**src/rtl/spi_xfer_seq_if.sv**
```systemverilog
// Command, FIFO-status, shifter-handshake and status signals of the SPI
// transaction sequencer. The slave modport is the sequencer; the master
// modport is the register/bus side together with the shifter/clock model.
interface spi_xfer_seq_if #(
  parameter int CNT_W = 16
);
  logic             cmd_valid;
  logic             cmd_ready;
  logic [1:0]       cmd_mode;
  logic [CNT_W-1:0] cmd_len;
  logic             cmd_keep_cs;
  logic             abort;
  logic             tx_avail;
  logic             rx_space;
  logic             tx_done;
  logic             rx_done;
  logic             rtx_done;
  logic             byte_start;
  logic [1:0]       byte_mode;
  logic             tx_pop;
  logic             rx_push;
  logic             cs_n;
  logic             busy;
  logic [CNT_W-1:0] bytes_left;
  logic             xfer_done;
  logic             xfer_err;

  modport master (
    output cmd_valid, cmd_mode, cmd_len, cmd_keep_cs, abort,
           tx_avail, rx_space, tx_done, rx_done, rtx_done,
    input  cmd_ready, byte_start, byte_mode, tx_pop, rx_push,
           cs_n, busy, bytes_left, xfer_done, xfer_err
  );

  modport slave (
    input  cmd_valid, cmd_mode, cmd_len, cmd_keep_cs, abort,
           tx_avail, rx_space, tx_done, rx_done, rtx_done,
    output cmd_ready, byte_start, byte_mode, tx_pop, rx_push,
           cs_n, busy, bytes_left, xfer_done, xfer_err
  );
endinterface

```
**src/rtl/spi_xfer_seq.sv**
```systemverilog
// spi_xfer_seq: byte-level transaction sequencer for the SPI path.
// Owns chip-select setup/hold timing, per-byte issue gating on FIFO status,
// byte counting, the WAIT_DONE watchdog and abort handling.
//
// state     | meaning
// ----------+------------------------------------------------------------
// IDLE      | no command; cs_n may still be low when held by keep_cs
// SETUP     | cs_n low, waiting out the setup time before the first byte
// WAIT_DATA | waiting for TX data / RX space before issuing a byte
// WAIT_DONE | byte in flight, waiting for the mode-matched done pulse
// HOLD      | cs_n hold time before release; exit pulse is done or err
module spi_xfer_seq #(
  parameter int CNT_W    = 16,
  parameter int CS_SETUP = 2,
  parameter int CS_HOLD  = 2,
  parameter int TMO_CYC  = 65535
) (
  input logic           clk,
  input logic           rst,
  spi_xfer_seq_if.slave sif
);

  localparam logic [2:0] S_IDLE      = 3'd0;
  localparam logic [2:0] S_SETUP     = 3'd1;
  localparam logic [2:0] S_WAIT_DATA = 3'd2;
  localparam logic [2:0] S_WAIT_DONE = 3'd3;
  localparam logic [2:0] S_HOLD      = 3'd4;

  localparam logic [1:0] MODE_TX  = 2'b01;
  localparam logic [1:0] MODE_RX  = 2'b10;
  localparam logic [1:0] MODE_RTX = 2'b11;

  localparam int TM_MAX = (CS_SETUP > CS_HOLD) ? CS_SETUP : CS_HOLD;
  localparam int TM_W   = (TM_MAX < 2) ? 1 : $clog2(TM_MAX);
  localparam int WD_W   = (TMO_CYC < 2) ? 1 : $clog2(TMO_CYC);

  // byte_start is registered, so WAIT_DATA already costs one of the setup
  // cycles; SETUP itself only covers the remaining CS_SETUP-1 cycles.
  localparam logic [TM_W-1:0]  SETUP_LD = TM_W'((CS_SETUP > 1) ? CS_SETUP - 2 : 0);
  localparam logic [TM_W-1:0]  HOLD_LD  = TM_W'(CS_HOLD - 1);
  localparam logic [WD_W-1:0]  WD_LAST  = WD_W'(TMO_CYC - 1);
  localparam logic [CNT_W-1:0] LEFT_ONE = CNT_W'(1);

  logic [2:0]       state_q, state_nx;
  logic             cs_n_q, cs_n_nx;
  logic [1:0]       mode_q, mode_nx;
  logic [CNT_W-1:0] left_q, left_nx;
  logic             keep_q, keep_nx;
  logic             err_q, err_nx;
  logic [TM_W-1:0]  tmr_q, tmr_nx;
  logic [WD_W-1:0]  wd_q, wd_nx;
  logic             start_q, start_nx;
  logic             pop_q, pop_nx;
  logic             push_q, push_nx;
  logic             xdone_q, xdone_nx;
  logic             xerr_q, xerr_nx;
  logic             busy_q;
  logic             ready_q;

  logic             data_ok;
  logic             done_hit;

  // Byte may go once the FIFOs the current mode touches are ready.
  assign data_ok = (mode_q == MODE_TX) ? sif.tx_avail :
                   (mode_q == MODE_RX) ? sif.rx_space :
                   (sif.tx_avail && sif.rx_space);

  // Only the done pulse of the latched mode finishes a byte.
  assign done_hit = ((mode_q == MODE_TX)  && sif.tx_done) ||
                    ((mode_q == MODE_RX)  && sif.rx_done) ||
                    ((mode_q == MODE_RTX) && sif.rtx_done);

  assign sif.cmd_ready  = ready_q;
  assign sif.byte_start = start_q;
  assign sif.byte_mode  = mode_q;
  assign sif.tx_pop     = pop_q;
  assign sif.rx_push    = push_q;
  assign sif.cs_n       = cs_n_q;
  assign sif.busy       = busy_q;
  assign sif.bytes_left = left_q;
  assign sif.xfer_done  = xdone_q;
  assign sif.xfer_err   = xerr_q;

  // Next-state and next-output decode for the sequencer.
  always_comb begin
    state_nx = state_q;
    cs_n_nx  = cs_n_q;
    mode_nx  = mode_q;
    left_nx  = left_q;
    keep_nx  = keep_q;
    err_nx   = err_q;
    tmr_nx   = tmr_q;
    wd_nx    = wd_q;
    start_nx = 1'b0;
    pop_nx   = 1'b0;
    push_nx  = 1'b0;
    xdone_nx = 1'b0;
    xerr_nx  = 1'b0;

    case (state_q)
      S_IDLE: begin
        err_nx = 1'b0;
        // Abort wins over a command offered in the same cycle.
        if (sif.abort) begin
          cs_n_nx = 1'b1;
        end else if (sif.cmd_valid && ready_q) begin
          if (sif.cmd_mode == 2'b00) begin
            xerr_nx = 1'b1;
          end else if (sif.cmd_len == '0) begin
            xdone_nx = 1'b1;
          end else begin
            mode_nx = sif.cmd_mode;
            left_nx = sif.cmd_len;
            keep_nx = sif.cmd_keep_cs;
            if (cs_n_q) begin
              cs_n_nx = 1'b0;
              if (CS_SETUP > 1) begin
                state_nx = S_SETUP;
                tmr_nx   = SETUP_LD;
              end else begin
                state_nx = S_WAIT_DATA;
              end
            end else begin
              state_nx = S_WAIT_DATA;
            end
          end
        end
      end

      S_SETUP: begin
        if (sif.abort) begin
          err_nx   = 1'b1;
          state_nx = S_HOLD;
          tmr_nx   = HOLD_LD;
        end else if (tmr_q == '0) begin
          state_nx = S_WAIT_DATA;
        end else begin
          tmr_nx = tmr_q - 1'b1;
        end
      end

      S_WAIT_DATA: begin
        if (sif.abort) begin
          err_nx   = 1'b1;
          state_nx = S_HOLD;
          tmr_nx   = HOLD_LD;
        end else if (data_ok) begin
          start_nx = 1'b1;
          pop_nx   = mode_q[0];
          state_nx = S_WAIT_DONE;
          wd_nx    = '0;
        end
      end

      S_WAIT_DONE: begin
        if (done_hit) begin
          if (left_q != '0) begin
            left_nx = left_q - 1'b1;
          end
          push_nx = mode_q[1];
          if (sif.abort) begin
            err_nx   = 1'b1;
            state_nx = S_HOLD;
            tmr_nx   = HOLD_LD;
          end else if (left_q <= LEFT_ONE) begin
            if (keep_q) begin
              xdone_nx = 1'b1;
              state_nx = S_IDLE;
            end else begin
              state_nx = S_HOLD;
              tmr_nx   = HOLD_LD;
            end
          end else begin
            state_nx = S_WAIT_DATA;
          end
        end else if (sif.abort || (wd_q == WD_LAST)) begin
          // Abort or watchdog expiry: the in-flight byte is dropped.
          err_nx   = 1'b1;
          state_nx = S_HOLD;
          tmr_nx   = HOLD_LD;
        end else begin
          wd_nx = wd_q + 1'b1;
        end
      end

      S_HOLD: begin
        if (sif.abort) begin
          err_nx = 1'b1;
        end
        if (tmr_q == '0) begin
          cs_n_nx  = 1'b1;
          state_nx = S_IDLE;
          xerr_nx  = err_nx;
          xdone_nx = !err_nx;
        end else begin
          tmr_nx = tmr_q - 1'b1;
        end
      end

      default: begin
        state_nx = S_IDLE;
        cs_n_nx  = 1'b1;
      end
    endcase
  end

  // State, datapath and registered outputs; async reset drops cs_n at once.
  always_ff @(posedge clk or posedge rst) begin
    if (rst) begin
      state_q <= S_IDLE;
      cs_n_q  <= 1'b1;
      mode_q  <= '0;
      left_q  <= '0;
      keep_q  <= 1'b0;
      err_q   <= 1'b0;
      tmr_q   <= '0;
      wd_q    <= '0;
      start_q <= 1'b0;
      pop_q   <= 1'b0;
      push_q  <= 1'b0;
      xdone_q <= 1'b0;
      xerr_q  <= 1'b0;
      busy_q  <= 1'b0;
      ready_q <= 1'b0;
    end else begin
      state_q <= state_nx;
      cs_n_q  <= cs_n_nx;
      mode_q  <= mode_nx;
      left_q  <= left_nx;
      keep_q  <= keep_nx;
      err_q   <= err_nx;
      tmr_q   <= tmr_nx;
      wd_q    <= wd_nx;
      start_q <= start_nx;
      pop_q   <= pop_nx;
      push_q  <= push_nx;
      xdone_q <= xdone_nx;
      xerr_q  <= xerr_nx;
      busy_q  <= (state_nx != S_IDLE);
      ready_q <= (state_nx == S_IDLE);
    end
  end

endmodule
```
**src/flat_wrapper.sv**
```systemverilog
// flat-port wrapper written by rule: the top's interface ports become plain ports
module spi_xfer_seq_flat 
#(
  parameter int CNT_W    = 16,
  parameter int CS_SETUP = 2,
  parameter int CS_HOLD  = 2,
  parameter int TMO_CYC  = 65535
)
  (clk, rst, sif_cmd_valid, sif_cmd_mode, sif_cmd_len, sif_cmd_keep_cs, sif_abort, sif_tx_avail, sif_rx_space, sif_tx_done, sif_rx_done, sif_rtx_done, sif_cmd_ready, sif_byte_start, sif_byte_mode, sif_tx_pop, sif_rx_push, sif_cs_n, sif_busy, sif_bytes_left, sif_xfer_done, sif_xfer_err);
  spi_xfer_seq_if #(.CNT_W(CNT_W)) sif_i ();
  input logic clk;
  input logic rst;
  input wire logic [$bits(sif_i.cmd_valid)-1:0] sif_cmd_valid;
  input wire logic [$bits(sif_i.cmd_mode)-1:0] sif_cmd_mode;
  input wire logic [$bits(sif_i.cmd_len)-1:0] sif_cmd_len;
  input wire logic [$bits(sif_i.cmd_keep_cs)-1:0] sif_cmd_keep_cs;
  input wire logic [$bits(sif_i.abort)-1:0] sif_abort;
  input wire logic [$bits(sif_i.tx_avail)-1:0] sif_tx_avail;
  input wire logic [$bits(sif_i.rx_space)-1:0] sif_rx_space;
  input wire logic [$bits(sif_i.tx_done)-1:0] sif_tx_done;
  input wire logic [$bits(sif_i.rx_done)-1:0] sif_rx_done;
  input wire logic [$bits(sif_i.rtx_done)-1:0] sif_rtx_done;
  output wire logic [$bits(sif_i.cmd_ready)-1:0] sif_cmd_ready;
  output wire logic [$bits(sif_i.byte_start)-1:0] sif_byte_start;
  output wire logic [$bits(sif_i.byte_mode)-1:0] sif_byte_mode;
  output wire logic [$bits(sif_i.tx_pop)-1:0] sif_tx_pop;
  output wire logic [$bits(sif_i.rx_push)-1:0] sif_rx_push;
  output wire logic [$bits(sif_i.cs_n)-1:0] sif_cs_n;
  output wire logic [$bits(sif_i.busy)-1:0] sif_busy;
  output wire logic [$bits(sif_i.bytes_left)-1:0] sif_bytes_left;
  output wire logic [$bits(sif_i.xfer_done)-1:0] sif_xfer_done;
  output wire logic [$bits(sif_i.xfer_err)-1:0] sif_xfer_err;
  assign sif_i.cmd_valid = sif_cmd_valid;
  assign sif_i.cmd_mode = sif_cmd_mode;
  assign sif_i.cmd_len = sif_cmd_len;
  assign sif_i.cmd_keep_cs = sif_cmd_keep_cs;
  assign sif_i.abort = sif_abort;
  assign sif_i.tx_avail = sif_tx_avail;
  assign sif_i.rx_space = sif_rx_space;
  assign sif_i.tx_done = sif_tx_done;
  assign sif_i.rx_done = sif_rx_done;
  assign sif_i.rtx_done = sif_rtx_done;
  assign sif_cmd_ready = sif_i.cmd_ready;
  assign sif_byte_start = sif_i.byte_start;
  assign sif_byte_mode = sif_i.byte_mode;
  assign sif_tx_pop = sif_i.tx_pop;
  assign sif_rx_push = sif_i.rx_push;
  assign sif_cs_n = sif_i.cs_n;
  assign sif_busy = sif_i.busy;
  assign sif_bytes_left = sif_i.bytes_left;
  assign sif_xfer_done = sif_i.xfer_done;
  assign sif_xfer_err = sif_i.xfer_err;
  spi_xfer_seq #(.CNT_W(CNT_W), .CS_SETUP(CS_SETUP), .CS_HOLD(CS_HOLD), .TMO_CYC(TMO_CYC)) u_core (.clk(clk), .rst(rst), .sif(sif_i));
endmodule
```
**config.mk**
```make
export PLATFORM = sky130hd
export DESIGN_NAME = spi_xfer_seq_flat
export DESIGN_NICKNAME = d
export VERILOG_FILES = /design/src/rtl/spi_xfer_seq_if.sv /design/src/rtl/spi_xfer_seq.sv /design/src/flat_wrapper.sv
export SDC_FILE = /design/constraint.sdc
export NUM_CORES = 1
export LEC_CHECK = 0
export ABC_AREA = 1
export BUFFER_PORTS_ARGS = -buffer_cell sky130_fd_sc_hd__buf_2
export CAP_MARGIN = 20
export CORE_ASPECT_RATIO = 0.9
export CORE_MARGIN = 5
export CORE_UTILIZATION = 48
export CTS_CLUSTER_SIZE = 10
export DETAILED_ROUTE_END_ITERATION = 16
export GPL_TIMING_DRIVEN = 0
export HOLD_SLACK_MARGIN = 0.12
export PLACE_DENSITY = 0.77
export SYNTH_ARGS = -nofsm -noshare
export SYNTH_HDL_FRONTEND = slang
export SYNTH_SLANG_ARGS = --single-unit
```
**constraint.sdc**
```tcl
create_clock -name clk -period 4.22 [get_ports clk]
set_input_delay 0.844 -clock clk [delete_from_list [all_inputs] [get_ports clk]]
set_output_delay 0.844 -clock clk [all_outputs]
set_load 0.01 [all_outputs]
```
==> metrics.yaml <==
avgSynthCellArea_um2: 6.78
dieArea_mm2: 0.00846
cp.required_ps: 4420
cp_slowest_cell: "nor2_1"
initial_core_util: 0.492
antenna_found_initial: 0
finalWeightedCongestion: 0.955
crit_buf_inv: 3
cp_common_cell: "nand2_1"
fp.dieW_um: 96.4
grt_pass1_vias: 3055
timing.slew.headroom: 0.684
p_seq_frac: 0.373
p_leak_nw: 1.99
cp_num_cells: 12
rows: 28
grt_max_degree: 37
hold_violations: 0
pin_count: 54
p_int_mw: 1.11
setup_violations: 0
wl_per_cell_um: 12.4
synth.cell_area_mm2: 0.00323
synthFlopType: "dfrtp_1"
clkLatencyLatePin_ps: 310
async_reset_ff_frac: 1.00
crit_end: "u_core.sif.bytes_left[0]"
slowest_delay_ps: 170
yosysTopAreaCellShare: 0.365
h-tree-depth: 2
viasPerCell: 5.12
diodes: 0
yosysWarnings: 0
p_comb_frac: 0.457
drtAntennaViolNets: 0
p_sw_frac: 0.448
p_clk_frac: 0.171
placed_cell_area_mm2: 0.00362
drv_slew: 0
postCtsHoldBufs: 0
cts_buffers: 5
cts_tree: "yes"
worstMarginPinSlew_ps: 474
grt_pass1_wl_um: 13400
die_h_um: 87.8
layout.nets: 569
synth_cell_type_count: 36
synth_cells: 476
ir_drop_uv: 381
setup_tns_ps: 0
crit_start: "sif_cmd_len[11]"
min_period_ps: 2070
timing.rr.start: "u_core.sif.bytes_left[6]"
num_vias: 3209
synth_area_leader_cell: "dfrtp_1"
drc: 0
stdcell_area_mm2: 0.00373
synth_edf_count: 0
fin_skew_ps: 6.18
r2r_end: "u_core.sif.bytes_left[0]"
crit_chain: "buf_2, nor2_1, nand2_1, nor2_1, nand2_1, nand3_1, nand2_1, nand2_2, inv_4, buf_6, nand2_1, o21ai_1"
period_share: 0.490
hold_class: "input pin to async pin"
track_usage: 0.197
cts_resized: 0
syn_to_final_growth_pct: 15.6
start_kind: "input pin"
maxCapViolations: 0
drt_iter0_drc: 111
max_freq_mhz: 483
cpLargestDelayFamily: "simple AND/OR/NAND/NOR gates"
dp_hpwl_um: 6010
reg2regPathDepth: 11
synth-seq-cells: 48
regArea_mm2: 0.00120
synth_area_leaders: "dfrtp_1, nand2_1, nor2_1, inv_1, nand3_1"
arrival_ps: 2270
synthTopCellsByCount: "nand2_1, nor2_1, dfrtp_1, inv_1, nand3_1"
cts_setup_buffers: 0
p_switching_mw: 0.899
core_mm2: 0.00655
globalRouteOverflowTotal: 0
ys_seq_area_frac: 0.373
rsz0062_at_grt: "false"
yosysMostFrequentCell: "nand2_1"
crit_type: "input pin to flip-flop"
power_density_mw_per_mm2: 538
r2r_slack_ps: 2420
syn_nets: 509
clk_pin_slew_worst_paths_ps: 100
total_power_mw: 2.01
clockBufferDepth: 2
finalWirelength_um: 7770
cts.sinks: 48
path_max_fanout: 10
drive_gt1_frac: 0.171
multi_input_area_mm2: 0.00175
cp-end-kind: "flip-flop"
drt-pass1-iter-count: 5
root_buffer: "clkbuf_8"
status: "completed"
io_buffers: 52
num-fill-cells: 638
[flip-flops by register name, indices dropped and copies added, names as in the netlist]
signal / flops
u_core.sif.rx_push: 1
u_core.sif.busy: 1
u_core.state_q: 3
u_core.err_q: 1
u_core.sif.tx_pop: 1
u_core.sif.xfer_err: 1
u_core.sif.cmd_ready: 1
u_core.sif.cs_n: 1
u_core.tmr_q: 1
u_core.sif.xfer_done: 1
u_core.sif.byte_mode: 2
u_core.sif.bytes_left: 16
u_core.wd_q: 16
u_core.sif.byte_start: 1
u_core.keep_q: 1
[worst register-to-register path, cell delays in order (launching register included)]
cell and delay [ps]:
dfrtp_1 440, nor2_1 230, nand2_1 120, nor2_1 170, nand3_1 90, nand2_1 60, nand2_1 60, nand2_2 140
inv_4 90, buf_6 160, nand2_1 70, o21ai_1 60
[stage by stage]
stage	cells	util	hold slack [ps]	setup WS (ps)
2_1_floorplan	476	-	454	2230
3_3_place_gp	618	0.549	474	1520
3_5_place_dp	619	0.552	484	1870
4_1_cts	627	0.569	477	2180
5_1_grt	627	0.569	484	2020
6_report	627	0.569	472	2150
[how the worst min path moves through the flow]
stage          depth (start not counted)  slack [ps]                        to
6_report                               2         470  u_core.sif.bytes_left[7]
5_1_grt                                2         480  u_core.sif.bytes_left[7]
4_1_cts                                2         480  u_core.sif.bytes_left[3]
3_5_place_dp                           2         480              u_core.err_q
3_3_place_gp                           2         470              u_core.err_q
2_1_floorplan                          2         450              u_core.err_q
[logic make-up (layout without fill, tap and decap cells)]
logic type,Yosys count,after routing,synth area share
AO/OA/AOI/OAI,47,47,0.0803
XOR/XNOR,15,15,0.0407
flip-flops,48,48,0.373
adder cells (fa/ha/maj),5,5,0.0194
buffers and inverters,62,123,0.0857
AND/OR/NAND/NOR,299,299,0.401
[power by group through the flow]
stage	clock, mW	combinational, mW	sequential [mW]
2_1_floorplan	0	0.604	0.777
3_3_place_gp	0	0.894	0.750
3_5_place_dp	0	0.916	0.752
4_1_cts	0.349	0.921	0.746
5_1_grt	0.368	1.04	0.770
6_report	0.342	0.917	0.749
[placed cells by master, fill, tap and decap left out, types with 3 or more instances in the layout]
cell and instances:
buf_6 5, inv_1 46, o31ai_1 3, nand3_2 3, o21ai_1 13, nor2_1 67
a21oi_1 3, inv_2 4, o21ai_0 22, dfrtp_1 47, ha_1 5, nand2_1 168
nor3_1 6, clkbuf_8 5, nand2_2 4, nand3_1 35, xor2_1 14, nand4_1 5
buf_2 55
[per-layer routing]
layer,wire (um),track usage
met4,103,0.0611
met5,0,0
met2,3790,0.332
met3,368,0.0344
met1,3510,0.258
[layout make-up]
type | count | area share
multi-input cells | 366 | 0.468
flip-flops and latches | 48 | 0.322
repair buffers | 53 | 0.0751
inverters | 51 | 0.0520
well taps | 90 | 0.0302
plain buffers | 11 | 0.0221
clock buffers | 5 | 0.0185
clock inverters | 3 | 0.0114
Power figures use the tool's default switching activity.
